--- config.mk ---
export PLATFORM = sky130hd
export DESIGN_NAME = majority_voter_monitor
export DESIGN_NICKNAME = d
export VERILOG_FILES = /design/src/rtl/majority_voter_monitor.sv
export SDC_FILE = /design/constraint.sdc
export NUM_CORES = 1
export LEC_CHECK = 0
export BUFFER_PORTS_ARGS = -buffer_cell sky130_fd_sc_hd__buf_2
export CAP_MARGIN = 20
export CORE_ASPECT_RATIO = 1.5
export CORE_MARGIN = 2
export CORE_UTILIZATION = 50
export CTS_CLUSTER_SIZE = 28
export DETAILED_ROUTE_END_ITERATION = 7
export GPL_TIMING_DRIVEN = 1
export PLACE_DENSITY = 0.8
export SLEW_MARGIN = 20
export SYNTH_ARGS = -nofsm -noshare
export SYNTH_HDL_FRONTEND = slang
export SYNTH_SLANG_ARGS = --single-unit
--- constraint.sdc ---
create_clock -name clk -period 2.55 [get_ports clk]
set_input_delay 0.3825 -clock clk [delete_from_list [all_inputs] [get_ports clk]]
set_output_delay 0.3825 -clock clk [all_outputs]
set_load 0.05 [all_outputs]
--- src/rtl/majority_voter_monitor.sv ---
// ============================================================================
// Module   : majority_voter_monitor
// Brief    : Bit-wise TMR majority voter with per-replica fault monitoring
// Revision : 1.0 - initial release
// ============================================================================
`default_nettype none

module majority_voter_monitor #(
  parameter int WIDTH     = 8,
  parameter int CNT_WIDTH = 8,
  parameter int PIPELINE  = 0
) (
  input  logic                 clk,
  input  logic                 reset,
  input  logic [WIDTH-1:0]     inA,
  input  logic [WIDTH-1:0]     inB,
  input  logic [WIDTH-1:0]     inC,
  input  logic                 clrCnt,
  output logic [WIDTH-1:0]     out,
  output logic                 tmrErr,
  output logic                 faultA,
  output logic                 faultB,
  output logic                 faultC,
  output logic                 multiErr,
  output logic                 stickyA,
  output logic                 stickyB,
  output logic                 stickyC,
  output logic [CNT_WIDTH-1:0] errCntA,
  output logic [CNT_WIDTH-1:0] errCntB,
  output logic [CNT_WIDTH-1:0] errCntC
);

  localparam logic [CNT_WIDTH-1:0] c_one  = {{(CNT_WIDTH-1){1'b0}}, 1'b1};
  localparam logic [CNT_WIDTH-1:0] c_ones = {CNT_WIDTH{1'b1}};

  logic [WIDTH-1:0]     w_maj;
  logic [WIDTH-1:0]     w_min_a;
  logic [WIDTH-1:0]     w_min_b;
  logic [WIDTH-1:0]     w_min_c;
  logic [2:0]           w_f;
  logic                 w_any;
  logic                 w_multi;
  logic [CNT_WIDTH-1:0] w_cnt [3];
  logic                 w_sticky [3];

  logic                 r_tmr;
  logic [2:0]           r_fault;
  logic                 r_multi;

  assign w_maj   = (inA & inB) | (inB & inC) | (inA & inC);
  // A replica is minority on a bit when it differs while the other two agree
  assign w_min_a = (inA ^ inB) & ~(inB ^ inC);
  assign w_min_b = (inB ^ inA) & ~(inA ^ inC);
  assign w_min_c = (inC ^ inA) & ~(inA ^ inB);

  assign w_f     = {|w_min_c, |w_min_b, |w_min_a};
  assign w_any   = |w_f;
  assign w_multi = (w_f[0] & w_f[1]) | (w_f[1] & w_f[2]) | (w_f[0] & w_f[2]);

  always_ff @(posedge clk) begin
    if (reset) begin
      r_tmr   <= 1'b0;
      r_fault <= 3'b000;
      r_multi <= 1'b0;
    end else begin
      r_tmr   <= w_any;
      r_fault <= w_f;
      r_multi <= w_multi;
    end
  end

  for (genvar k = 0; k < 3; k++) begin : g_replica
    logic [CNT_WIDTH-1:0] r_cnt;
    logic                 r_sticky;

    // A fault coinciding with a clear is kept as the first count after it
    always_ff @(posedge clk) begin
      if (reset) begin
        r_cnt    <= '0;
        r_sticky <= 1'b0;
      end else if (clrCnt) begin
        r_cnt    <= w_f[k] ? c_one : '0;
        r_sticky <= w_f[k];
      end else if (w_f[k]) begin
        r_sticky <= 1'b1;
        if (r_cnt != c_ones) begin
          r_cnt <= r_cnt + c_one;
        end
      end
    end

    assign w_cnt[k]    = r_cnt;
    assign w_sticky[k] = r_sticky;
  end

  if (PIPELINE != 0) begin : g_out_reg
    logic [WIDTH-1:0] r_out;

    always_ff @(posedge clk) begin
      if (reset) begin
        r_out <= '0;
      end else begin
        r_out <= w_maj;
      end
    end

    assign out = r_out;
  end else begin : g_out_comb
    assign out = w_maj;
  end

  assign tmrErr   = r_tmr;
  assign faultA   = r_fault[0];
  assign faultB   = r_fault[1];
  assign faultC   = r_fault[2];
  assign multiErr = r_multi;
  assign stickyA  = w_sticky[0];
  assign stickyB  = w_sticky[1];
  assign stickyC  = w_sticky[2];
  assign errCntA  = w_cnt[0];
  assign errCntB  = w_cnt[1];
  assign errCntC  = w_cnt[2];

endmodule

`default_nettype wire

After elaboration in Yosys (flattened, before gate mapping)
Index checks and enable logic that the tools add are counted.
{ "op_classes": {"reduce_logical": 13, "mux": 18, "eq_ne": 3, "bitwise": 19, "add_sub_neg": 3} }
{ "ops": {"columns": ["cell", "n"], "rows": [
  ["2-to-1 mux 8 bit", 9],
  ["bitwise AND 8 bit", 6],
  ["adder 8 x 1 -> 8 bit (second input constant)", 3],
  ["inequality test 8 bit (second input constant)", 3],
  ["NOT 8 bit", 3],
  ["OR reduction 24 bit", 1],
  ["OR reduction 8 bit", 3],
  ["XOR 8 bit", 3],
  ["OR 8 bit", 2],
  ["nonzero test 2 bit", 6],
  ["2-to-1 mux 1 bit", 9],
  ["AND reduction 2 bit", 3],
  ["bitwise AND 1 bit", 3],
  ["OR 1 bit", 2]
]} }
{ "word_totals": {"reg_bits": 32, "output_inout_bits": 40, "wordCells": 65} }

Longest topological paths before layout
Gate-level depths: netlist of the first run.
{ "logic_depth": {"depth_word": 7, "depth_mapped": 7} }

Least setup slack after synthesis of the first run
Ideal clock, no wire load.
{ "synth_path": {"kind": "input to register", "from": "input port inA[3]", "to": "register g_replica[2].r_cnt[2] (netlist: errCntC[2])", "path_buffers": 1, "cell_stages": 7, "arrival_ns": 1.884, "path_slack_ns": 0.507, "required_ns": 2.391, "setup_time_ns": 0.159, "path_cell_list": "ha_1 > nor2b_1 > a2111o_1 > or3_1 > buf_6 > a21oi_1 > a311oi_1"} }
{ "synth_between": {"elab_chain_len": 6} }
{ "synth_rtl": {"columns": ["element", "line_no", "source"], "rows": [
  ["from (decl)", "15", "input logic [WIDTH-1:0] inA,"],
  ["XOR 8 bit", "54", "assign w_min_c = (inC ^ inA) & ~(inA ^ inB);"],
  ["NOT 8 bit", "54", null],
  ["bitwise AND 8 bit (*)", "54", null],
  ["OR reduction 8 bit (*)", "56", "assign w_f = {|w_min_c, |w_min_b, |w_min_a};"],
  ["nonzero test 2 bit (no source line) (*)", null, null],
  ["AND reduction 2 bit (no source line) (*)", null, null],
  ["to (signal assigned)", "82", "r_cnt <= w_f[k] ? c_one : '0;"],
  ["to (signal assigned)", "87", "r_cnt <= r_cnt + c_one;"],
  ["to (decl)", "73", "logic [CNT_WIDTH-1:0] r_cnt;"]
]} }
Mark *: on every way between the ends. The rest lies on a longest branch, timed or not.
A chain may end at the register's enable or synchronous reset.

Final worst setup path of the first run
{ "layout_path": {"from": "input port inA[3]", "to": "register g_replica[2].r_cnt[6] (netlist: errCntC[6])"} }
Same word-level chain as after synthesis.

==> results of run 1 <==
-- synthesized netlist by cell type (3+ instances only) --
master / n
sky130_fd_sc_hd__a21oi_1: 17
sky130_fd_sc_hd__clkbuf_1: 6
sky130_fd_sc_hd__dfxtp_1: 32
sky130_fd_sc_hd__ha_1: 27
sky130_fd_sc_hd__inv_1: 9
sky130_fd_sc_hd__mux2i_1: 3
sky130_fd_sc_hd__nand2_1: 18
sky130_fd_sc_hd__nand2b_1: 4
sky130_fd_sc_hd__nand3_1: 12
sky130_fd_sc_hd__nor2_1: 14
sky130_fd_sc_hd__nor2b_1: 5
sky130_fd_sc_hd__nor3_1: 11
sky130_fd_sc_hd__nor4_1: 5
sky130_fd_sc_hd__o21ai_0: 6
sky130_fd_sc_hd__o22ai_1: 8
sky130_fd_sc_hd__o31ai_1: 4
sky130_fd_sc_hd__or3_1: 11
sky130_fd_sc_hd__or4_1: 6
-- cells in the final DEF, fill, tap and decap left out, types with 2 or more instances in the layout --
cell / synthesis / final
sky130_fd_sc_hd__nor3_1: 11 / 11
sky130_fd_sc_hd__a211oi_1: 2 / 2
sky130_fd_sc_hd__nand4_1: 2 / 2
sky130_fd_sc_hd__nand2_1: 18 / 18
sky130_fd_sc_hd__buf_2: 1 / 66
sky130_fd_sc_hd__nand3_1: 12 / 12
sky130_fd_sc_hd__or3_1: 11 / 11
sky130_fd_sc_hd__dfxtp_1: 32 / 32
sky130_fd_sc_hd__ha_1: 27 / 27
sky130_fd_sc_hd__or4_1: 6 / 6
sky130_fd_sc_hd__nor4_1: 5 / 3
sky130_fd_sc_hd__clkbuf_1: 6 / 2
sky130_fd_sc_hd__o211a_1: 2 / 2
sky130_fd_sc_hd__o31ai_1: 4 / 4
sky130_fd_sc_hd__nor2b_1: 5 / 5
sky130_fd_sc_hd__and3_1: 2 / 2
sky130_fd_sc_hd__buf_4: 1 / 5
sky130_fd_sc_hd__inv_1: 9 / 9
sky130_fd_sc_hd__nor2_1: 14 / 14
sky130_fd_sc_hd__o21ai_0: 6 / 6
sky130_fd_sc_hd__clkbuf_8: 0 / 6
sky130_fd_sc_hd__mux2i_1: 3 / 3
sky130_fd_sc_hd__a31oi_1: 2 / 2
sky130_fd_sc_hd__a21oi_1: 17 / 17
sky130_fd_sc_hd__a311oi_1: 2 / 2
sky130_fd_sc_hd__nand2b_1: 4 / 4
sky130_fd_sc_hd__a22o_1: 2 / 2
sky130_fd_sc_hd__a41oi_1: 2 / 2
sky130_fd_sc_hd__o22ai_1: 8 / 8
sky130_fd_sc_hd__nor4_2: 0 / 2
-- per-layer routing --
| layer | vias up | global-route usage | part of all wire |
|---|---|---|---|
| met5 | - | 0 | 0 |
| met4 | 0 | 0.107 | 0.018 |
| met3 | 10 | 0.0462 | 0.045 |
| met2 | 57 | 0.413 | 0.53 |
| met1 | 944 | 0.215 | 0.40 |
| li1 | 1015 | - | - |
-- state kept, by name, indices dropped and copies added, names as in the netlist --
signal / cells
errCntB: 8
stickyA: 1
r_fault: 3
tmrErr: 1
errCntC: 8
multiErr: 1
errCntA: 8
stickyC: 1
stickyB: 1
-- kinds of logic (layout without fill, tap and decap cells) --
logic type,after synthesis,after routing,synth area share
buffers and inverters,19,88,0.0460
adder cells (fa/ha/maj),27,27,0.170
multiplexers,3,3,0.0151
flip-flops,32,32,0.323
AND/OR/NAND/NOR,94,94,0.248
AO/OA/AOI/OAI,58,58,0.198
-- power breakdown --
group | switching (mW) | total [mW] | leakage, nW | internal, mW
combinational | 0.253 | 0.369 | 0.817 | 0.116
sequential | 0.0166 | 0.539 | 0.262 | 0.522
clock | 0.187 | 0.407 | 0.0455 | 0.220
total | 0.457 | 1.31 | 1.12 | 0.858
-- cell type report --
cell class | count | area share
Timing Repair Buffer | 71 | 0.150
Tap cell | 45 | 0.0229
Inverter | 9 | 0.0138
Sequential cell | 32 | 0.261
Multi-Input combinational cell | 182 | 0.516
Clock buffer | 8 | 0.0367
-- worst max-delay path by stage --
stage	start	endpoint	slack (ps)	depth (start not counted)
after CTS	inA[3]	errCntC[2]$_SDFFE_PP0P_	640	7
final	inA[3]	errCntC[6]$_SDFFE_PP0P_	630	7
after floorplan	inA[3]	errCntC[2]$_SDFFE_PP0P_	510	7
after global placement	inA[3]	errCntC[2]$_SDFFE_PP0P_	360	7
after detailed placement	inA[3]	errCntC[2]$_SDFFE_PP0P_	320	7
after global routing	inA[3]	errCntC[7]$_SDFFE_PP0P_	540	7
==> results.json, run 1 <==
{
  "cp.arrival_ps": 2090,
  "io-pin-count": 67,
  "route.vias.total": 2026,
  "fillers": 376,
  "synth_sequential_area_ratio": 0.323,
  "synth.largest_area_cell": "sky130_fd_sc_hd__dfxtp_1",
  "static-leakage-power_nw": 1.12,
  "period_minus_slack_ps": 1920,
  "rsz0062_at_grt": "false",
  "post-synth-top-area-fraction": 0.323,
  "totalPowerFinal_mw": 1.31,
  "post_synth_instance_area_um2": 1990,
  "ctsHtreeMaxLevel": 2,
  "crit_type": "input pin to register",
  "end_kind": "register",
  "relSlewSlack": 0.645,
  "die_w_um": 55.5,
  "cts_inserted_buffers": 5,
  "chip_height_um": 81.2,
  "max-clock-path-buffers": 2,
  "detail_route.first_pass.iterations": 4,
  "number_of_placed_instances_taps_included": 339,
  "rr_startpoint": "errCntA[0]$_SDFFE_PP0P_",
  "place_congestion": 0.814,
  "numPortBuffers": 66,
  "wl_per_cell_um": 13.7,
  "clock-root-buffer": "sky130_fd_sc_hd__clkbuf_8",
  "grt_max_degree": 16,
  "syn_inst": 233,
  "cts_setup_buffers": 0,
  "worst_clock_skew_ps": 8.42,
  "clock.fmax_mhz": 520,
  "whs_path_depth": 2,
  "whs_ps": 408,
  "worstSkewPairLatency_ps": 290,
  "ff_latch_area_um2": 641,
  "start_util": 0.511,
  "setup_violations": 0,
  "synth.net_count": 287,
  "globalRouteTotalUtil": 0.214,
  "drc": 0,
  "crit_path_cell_trace": "buf_2 -> ha_1 -> nor2b_1 -> a2111o_1 -> or3_1 -> a21oi_1 -> a211oi_1",
  "ys.flop_type": "sky130_fd_sc_hd__dfxtp_1",
  "critPathBufInv": 1,
  "synth.yosys.warnings": 0,
  "layout_setup_ws_ps": 627,
  "min_path_type": "input pin to register",
  "synth_cell_type_count": 44,
  "slowest_stage": "sky130_fd_sc_hd__or3_1",
  "crit_path_max_fanout": 7,
  "detail-route-antenna-nets": 0,
  "dpl_worst_slack_ps": 325,
  "critical_path_start_type": "input pin",
  "initialDrtViolationCount": 42,
  "antennaDiodeCount": 0,
  "grt_pass1_vias": 1899,
  "syn2layout_area_growth_pct": 23.6,
  "final_nets": 355,
  "hold_viol_final": 0,
  "core_area_um2": 3890,
  "grt_antenna_before_repair": 0,
  "post_cts_hold_buffer_count": 0,
  "cts_resized": 0,
  "worst_path_largest_cell_delay_ps": 520,
  "slew_violations": 0,
  "placement_rows": 28,
  "reg2reg_slack_ps": 920,
  "grt_overflow": 0,
  "design_area_um2": 2450,
  "syn_avg_cell_area_um2": 8.52,
  "reg2reg_end": "errCntA[3]$_SDFFE_PP0P_",
  "final_layout_size_suffix_gt1_frac": 0.278,
  "clock_input_transition_at_the_sequential_cells_of_the_worst_setup_and_hold_paths_ps": 70,
  "finalCoreUtilization": 0.631,
  "multi_input_combinational_cell_area_um2": 1270,
  "wl_um": 4760,
  "cellPowerDensity_nw_per_um2": 535,
  "dieArea_um2": 4500,
  "place_hpwl_um": 3640,
  "timing.final.crit_share": 0.754,
  "clock_tree_from_tritoncts": "done",
  "timing.critical_path.required_ps": 2710,
  "setup_total_negative_slack_ps": 0,
  "run_status": "finished, final reports clean",
  "maxcap_violations": 0,
  "post_drt_via_cell_ratio": 5.84,
  "max-vdd-ir-drop_mv": 0.423,
  "async_flop_share": 0,
  "number_of_register_bits_inferred_by_synthesis": 32,
  "reg2regPathDepth": 6,
  "grt_pass1_wl_um": 7800,
  "hold_start": "reset",
  "clock_sinks": 32,
  "final-instance-count-excl-fill": 347,
  "max_slew.worst_pin.slew_ps": 528,
  "post_dp_cell_area_um2": 2360,
  "critPathTopFamily": "simple AND/OR/NAND/NOR gates",
  "whs_endpoint": "r_fault[0]$_SDFF_PP0_",
  "number_of_synthesized_flops_with_an_enable_pin": 0,
  "ys_top_cells_by_area": "sky130_fd_sc_hd__dfxtp_1, sky130_fd_sc_hd__ha_1, sky130_fd_sc_hd__a21oi_1"
}
Note: power is estimated with default switching activity, not from simulation.
==> inputs of run 2 (changes only) <==
clock period = 1.9 ns   (was 2.55 ns; I/O delays follow)
==> results.json, run 2 (synthesis gave the netlist of run 1 again) <==
{
  "crit_type": "input pin to register",
  "crit_path_cell_trace": "buf_2 -> ha_1 -> nor2b_1 -> a2111o_1 -> or3_1 -> a21oi_1 -> a311oi_1",
  "end_kind": "register",
  "final_layout_size_suffix_gt1_frac": 0.312,
  "rr_startpoint": "errCntC[0]$_SDFFE_PP0P_",
  "chip_height_um": 81.2,
  "setup_total_negative_slack_ps": 0,
  "cts_inserted_buffers": 5,
  "clock-root-buffer": "sky130_fd_sc_hd__clkbuf_8",
  "final_nets": 364,
  "whs_ps": 316,
  "detail_route.first_pass.iterations": 4,
  "pwr-share-clk": 0.342,
  "worst_path_largest_cell_delay_ps": 450,
  "place_hpwl_um": 3840,
  "number_of_placed_instances_taps_included": 348,
  "rsz0062_at_grt": "false",
  "core_area_um2": 3890,
  "post_dp_cell_area_um2": 2430,
  "hold_start": "reset",
  "run_status": "finished, final reports clean",
  "switchingPower_uw": 633,
  "globalRouteTotalUtil": 0.222,
  "start_util": 0.511,
  "place_congestion": 0.824,
  "whs_path_depth": 2,
  "cts_setup_buffers": 0,
  "whs_endpoint": "errCntA[0]$_SDFFE_PP0P_",
  "grt_pass1_vias": 1989,
  "period_minus_slack_ps": 1780,
  "grt_antenna_before_repair": 0,
  "ctsHtreeMaxLevel": 2,
  "grt_max_degree": 16,
  "post_drt_via_cell_ratio": 5.90,
  "io-pin-count": 67,
  "cellPowerDensity_nw_per_um2": 747,
  "cp.arrival_ps": 1940,
  "layout_common_cells": "sky130_fd_sc_hd__buf_2, sky130_fd_sc_hd__dfxtp_1, sky130_fd_sc_hd__ha_1",
  "hold_viol_final": 0,
  "clock.fmax_mhz": 562,
  "max_slew.worst_pin.slew_ps": 410,
  "cts_resized": 0,
  "die_w_um": 55.5,
  "static-leakage-power_nw": 1.18,
  "cell_internal_pwr_mw": 1.27,
  "reg2reg_slack_ps": 280,
  "dpl_worst_slack_ps": -171,
  "drc": 0,
  "grt_overflow": 0,
  "max-clock-path-buffers": 2,
  "slew_violations": 0,
  "route.vias.total": 2102,
  "wl_per_cell_um": 13.7,
  "antennaDiodeCount": 0,
  "slowest_stage": "sky130_fd_sc_hd__or3_1",
  "wl_um": 4880,
  "syn2layout_area_growth_pct": 28.2,
  "maxcap_violations": 0,
  "reg2reg_end": "errCntC[2]$_SDFFE_PP0P_",
  "clock_tree_from_tritoncts": "done",
  "setup_violations": 0,
  "clock_sinks": 32,
  "critical_path_start_type": "input pin",
  "seq_power_share": 0.381,
  "clock_input_transition_at_the_sequential_cells_of_the_worst_setup_and_hold_paths_ps": 70,
  "p_comb_frac": 0.276,
  "relSlewSlack": 0.725,
  "timing.critical_path.required_ps": 2060,
  "final-instance-count-excl-fill": 356,
  "design_area_um2": 2550,
  "min_path_type": "input pin to register",
  "initialDrtViolationCount": 33,
  "final_common_cell": "sky130_fd_sc_hd__buf_2",
  "layout_setup_ws_ps": 120,
  "detail-route-antenna-nets": 0,
  "power.share.switching": 0.333,
  "placement_rows": 28,
  "worst_clock_skew_ps": 6.20,
  "worstSkewPairLatency_ps": 290,
  "reg2regPathDepth": 5,
  "grt_pass1_wl_um": 8120,
  "dieArea_um2": 4500,
  "max-vdd-ir-drop_mv": 0.712,
  "timing.final.crit_share": 0.937,
  "numPortBuffers": 66,
  "post_cts_hold_buffer_count": 0,
  "crit_path_max_fanout": 7
}
run 2: changes by cell type in the layout (fill, tap and decap cells not counted), sizes merged:
cell / previous run / this run
buf: 71 / 80
clkinv: 0 / 1
clkbuf: 8 / 5
bufinv: 0 / 1
clkinvlp: 0 / 1
run 2: worst max-delay path by stage:
stage,to,cells past startpoint,startpoint
2_1_floorplan,errCntC[2]$_SDFFE_PP0P_,7,inA[3]
3_3_place_gp,errCntC[2]$_SDFFE_PP0P_,7,inA[3]
3_5_place_dp,errCntC[2]$_SDFFE_PP0P_,7,inA[3]
4_1_cts,errCntC[2]$_SDFFE_PP0P_,7,inA[3]
5_1_grt,errCntB[6]$_SDFFE_PP0P_,9,inA[7]
6_report,errCntC[2]$_SDFFE_PP0P_,7,inA[3]
run 2: cell type report:
| type | count | area (um2) |
|---|---|---|
| Clock buffer | 5 | 68.8 |
| Clock inverter | 3 | 42.5 |
| Fill cell | 359 | 1340 |
| Inverter | 9 | 33.8 |
| Multi-Input combinational cell | 182 | 1270 |
| Sequential cell | 32 | 643 |
| Tap cell | 45 | 56.3 |
| Timing Repair Buffer | 80 | 435 |
run 2: metrics by stage:
step,power (mW),util
5_1_grt,2.00,0.655
3_3_place_gp,1.25,0.626
4_1_cts,1.92,0.655
6_report,1.90,0.655
2_1_floorplan,1.10,-
3_5_place_dp,1.27,0.626
run 2: worst max-delay path, delay by kind of cell:
kind	cells	cell delay (ps)
compound gates	3	670
fa+ha+maj	1	290
buf+inv	1	110
simple gates	2	590
run 2: power groups by stage:
stage	combinational (mW)	sequential, mW	clock [mW]
finish	0.525	0.725	0.651
global route	0.576	0.730	0.692
CTS	0.530	0.725	0.661
detailed placement	0.527	0.740	0
global placement	0.513	0.739	0
floorplan	0.263	0.840	0
run 2: metal layers:
metal | global-route usage | share of wire | up-vias
met5 | 0 | 0 | -
met4 | 0.0878 | 0.019 | 0
li1 | - | - | 1042
met1 | 0.209 | 0.38 | 978
met3 | 0.0478 | 0.049 | 15
met2 | 0.456 | 0.55 | 67
==> inputs of run 3 (changes only) <==
ABC_AREA = 1   (was default)
CORE_UTILIZATION = 52   (was 50)
PLACE_DENSITY = 0.81   (was 0.8)
==> results.json, run 3 <==
{
  "max-vdd-ir-drop_mv": 0.437,
  "critPathTopFamily": "simple AND/OR/NAND/NOR gates",
  "cts_inserted_buffers": 5,
  "synth.mux.area_fraction": 0,
  "post_drt_via_cell_ratio": 5.09,
  "die_w_um": 58.9,
  "max-clock-path-buffers": 2,
  "detail_route.first_pass.iterations": 7,
  "wl_um": 5170,
  "ys.flop_type": "sky130_fd_sc_hd__dfxtp_1",
  "detail-route-antenna-nets": 0,
  "syn_inst": 356,
  "post-synth-top-area-fraction": 0.272,
  "clock_sinks": 32,
  "place_congestion": 0.901,
  "crit_path_cell_trace": "ha_1 -> nand2_2 -> inv_1 -> nand3_4 -> nand2_2 -> inv_2 -> nor2_1 -> nor2_1",
  "ctsHtreeMaxLevel": 2,
  "run_status": "complete, but fails checks",
  "layout_common_cells": "sky130_fd_sc_hd__nand2_1, sky130_fd_sc_hd__buf_2, sky130_fd_sc_hd__inv_1",
  "timing.final.crit_share": 0.783,
  "globalRouteTotalUtil": 0.213,
  "synth_top_family_by_area": "simple AND/OR/NAND/NOR gates",
  "final_nets": 482,
  "yosysMostFrequentCell": "sky130_fd_sc_hd__nand2_1",
  "rsz0062_at_grt": "false",
  "critPathBufInv": 2,
  "setup_violations": 0,
  "worstSkewPairLatency_ps": 280,
  "synth.largest_area_cell": "sky130_fd_sc_hd__dfxtp_1",
  "number_of_register_bits_inferred_by_synthesis": 32,
  "setup_total_negative_slack_ps": 0,
  "post_synth_instance_area_um2": 2350,
  "clock_input_transition_at_the_sequential_cells_of_the_worst_setup_and_hold_paths_ps": 70,
  "cp.arrival_ps": 1670,
  "cellPowerDensity_nw_per_um2": 669,
  "timing.critical_path.required_ps": 2080,
  "final_common_cell": "sky130_fd_sc_hd__nand2_1",
  "crit_type": "register to register",
  "syn_avg_cell_area_um2": 6.61,
  "final_layout_size_suffix_gt1_frac": 0.233,
  "numPortBuffers": 66,
  "yosys.area_share.xor_xnor": 0,
  "cts_setup_buffers": 0,
  "grt_overflow": 0,
  "chip_height_um": 86.4,
  "clock.fmax_mhz": 672,
  "synth_sequential_area_ratio": 0.272,
  "violations_in_the_final_reports": "DRC",
  "end_kind": "register",
  "post_cts_hold_buffer_count": 0,
  "totalPowerFinal_mw": 1.90,
  "max_slew.worst_pin.slew_ps": 496,
  "antennaDiodeCount": 0,
  "critical_path_start_type": "register",
  "grt_pass1_vias": 2151,
  "slew_violations": 0,
  "initialDrtViolationCount": 78,
  "worst_clock_skew_ps": 4.62,
  "static-leakage-power_nw": 1.57,
  "hold_viol_final": 0,
  "syn2layout_area_growth_pct": 20.8,
  "period_minus_slack_ps": 1490,
  "cts_resized": 0,
  "number_of_synthesized_flops_with_an_enable_pin": 0,
  "ys_top_cells_by_area": "sky130_fd_sc_hd__dfxtp_1, sky130_fd_sc_hd__nand2_1, sky130_fd_sc_hd__ha_1",
  "slowest_stage": "sky130_fd_sc_hd__dfxtp_1",
  "drc": 7,
  "io-pin-count": 67,
  "worst_path_largest_cell_delay_ps": 440,
  "async_flop_share": 0,
  "synth_cell_type_count": 25,
  "min_path_type": "input pin to register",
  "core_area_um2": 4430,
  "wl_per_cell_um": 10.8,
  "place_hpwl_um": 4150,
  "clock_tree_from_tritoncts": "done",
  "grt_pass1_wl_um": 8560,
  "post_synth_most_frequent_cells": "sky130_fd_sc_hd__nand2_1, sky130_fd_sc_hd__inv_1, sky130_fd_sc_hd__nand3_1, sky130_fd_sc_hd__nor2_1, sky130_fd_sc_hd__dfxtp_1",
  "synth.net_count": 410,
  "start_util": 0.531,
  "synth_area_in_compound_gates": 0.0691,
  "placement_rows": 30,
  "yosys.area_share.simple": 0.425,
  "grt_max_degree": 17,
  "dieArea_um2": 5090,
  "crit_path_max_fanout": 8,
  "yosys.area_share.adder": 0.144,
  "clock-root-buffer": "sky130_fd_sc_hd__clkbuf_8",
  "maxcap_violations": 0,
  "synth.yosys.warnings": 0,
  "relSlewSlack": 0.669,
  "route.vias.total": 2430,
  "grt_antenna_before_repair": 0
}
[run 3: kinds of logic (layout without fill, tap and decap cells)]
| family | after synthesis | in the layout |
|---|---|---|
| AND/OR/NAND/NOR | 213 | 213 |
| buffers and inverters | 54 | 127 |
| flip-flops | 32 | 32 |
| AO/OA/AOI/OAI | 30 | 30 |
| adder cells (fa/ha/maj) | 27 | 27 |
[run 3: stage by stage]
| stage | util | hold WS, ps | worst slack, ps | cells | cell area (um2) |
|---|---|---|---|---|---|
| floorplan | - | 541 | 166 | 356 | 2350 |
| global placement | 0.621 | 459 | 198 | 469 | 2750 |
| detailed placement | 0.621 | 465 | 144 | 469 | 2750 |
| CTS | 0.642 | 306 | 426 | 477 | 2840 |
| global route | 0.642 | 321 | 277 | 477 | 2840 |
| finish | 0.642 | 319 | 412 | 477 | 2840 |
[run 3: final cells by class]
| class | count | area (um2) |
|---|---|---|
| repair buffers | 71 | 368 |
| well taps | 48 | 60.1 |
| clock inverters | 2 | 10.0 |
| flip-flops and latches | 32 | 641 |
| inverters | 48 | 180 |
| clock buffers | 6 | 82.6 |
| multi-input cells | 270 | 1500 |
| fillers | 419 | 1590 |
[run 3: path summary, 6_finish.rpt]
| path | from | cells past startpoint | slack (ps) | to |
|---|---|---|---|---|
| hold / removal | reset | 2 | 320 | errCntB[0]$_SDFFE_PP0P_ |
| hold reg to reg | stickyB$_SDFFE_PP0P_ | 2 | 470 | stickyB$_SDFFE_PP0P_ |
| setup reg to reg | errCntB[0]$_SDFFE_PP0P_ | 8 | 410 | errCntB[5]$_SDFFE_PP0P_ |
| setup / recovery | errCntB[0]$_SDFFE_PP0P_ | 8 | 410 | errCntB[5]$_SDFFE_PP0P_ |
[run 3: layer usage]
metal | up-vias | track usage | part of all wire | routed length (um)
met2 | 69 | 0.394 | 0.52 | 2710
met1 | 1059 | 0.215 | 0.39 | 2020
met3 | 14 | 0.0388 | 0.057 | 296
li1 | 1288 | - | - | -
met4 | 0 | 0.118 | 0.027 | 138
met5 | - | 0 | 0 | 0
[run 3: where the power goes]
group          internal [mW]  leakage, nW  total [mW]  switching, mW
Sequential             0.713        0.262       0.745         0.0323
Clock                  0.289       0.0510       0.538          0.249
Combinational          0.182         1.25       0.618          0.436
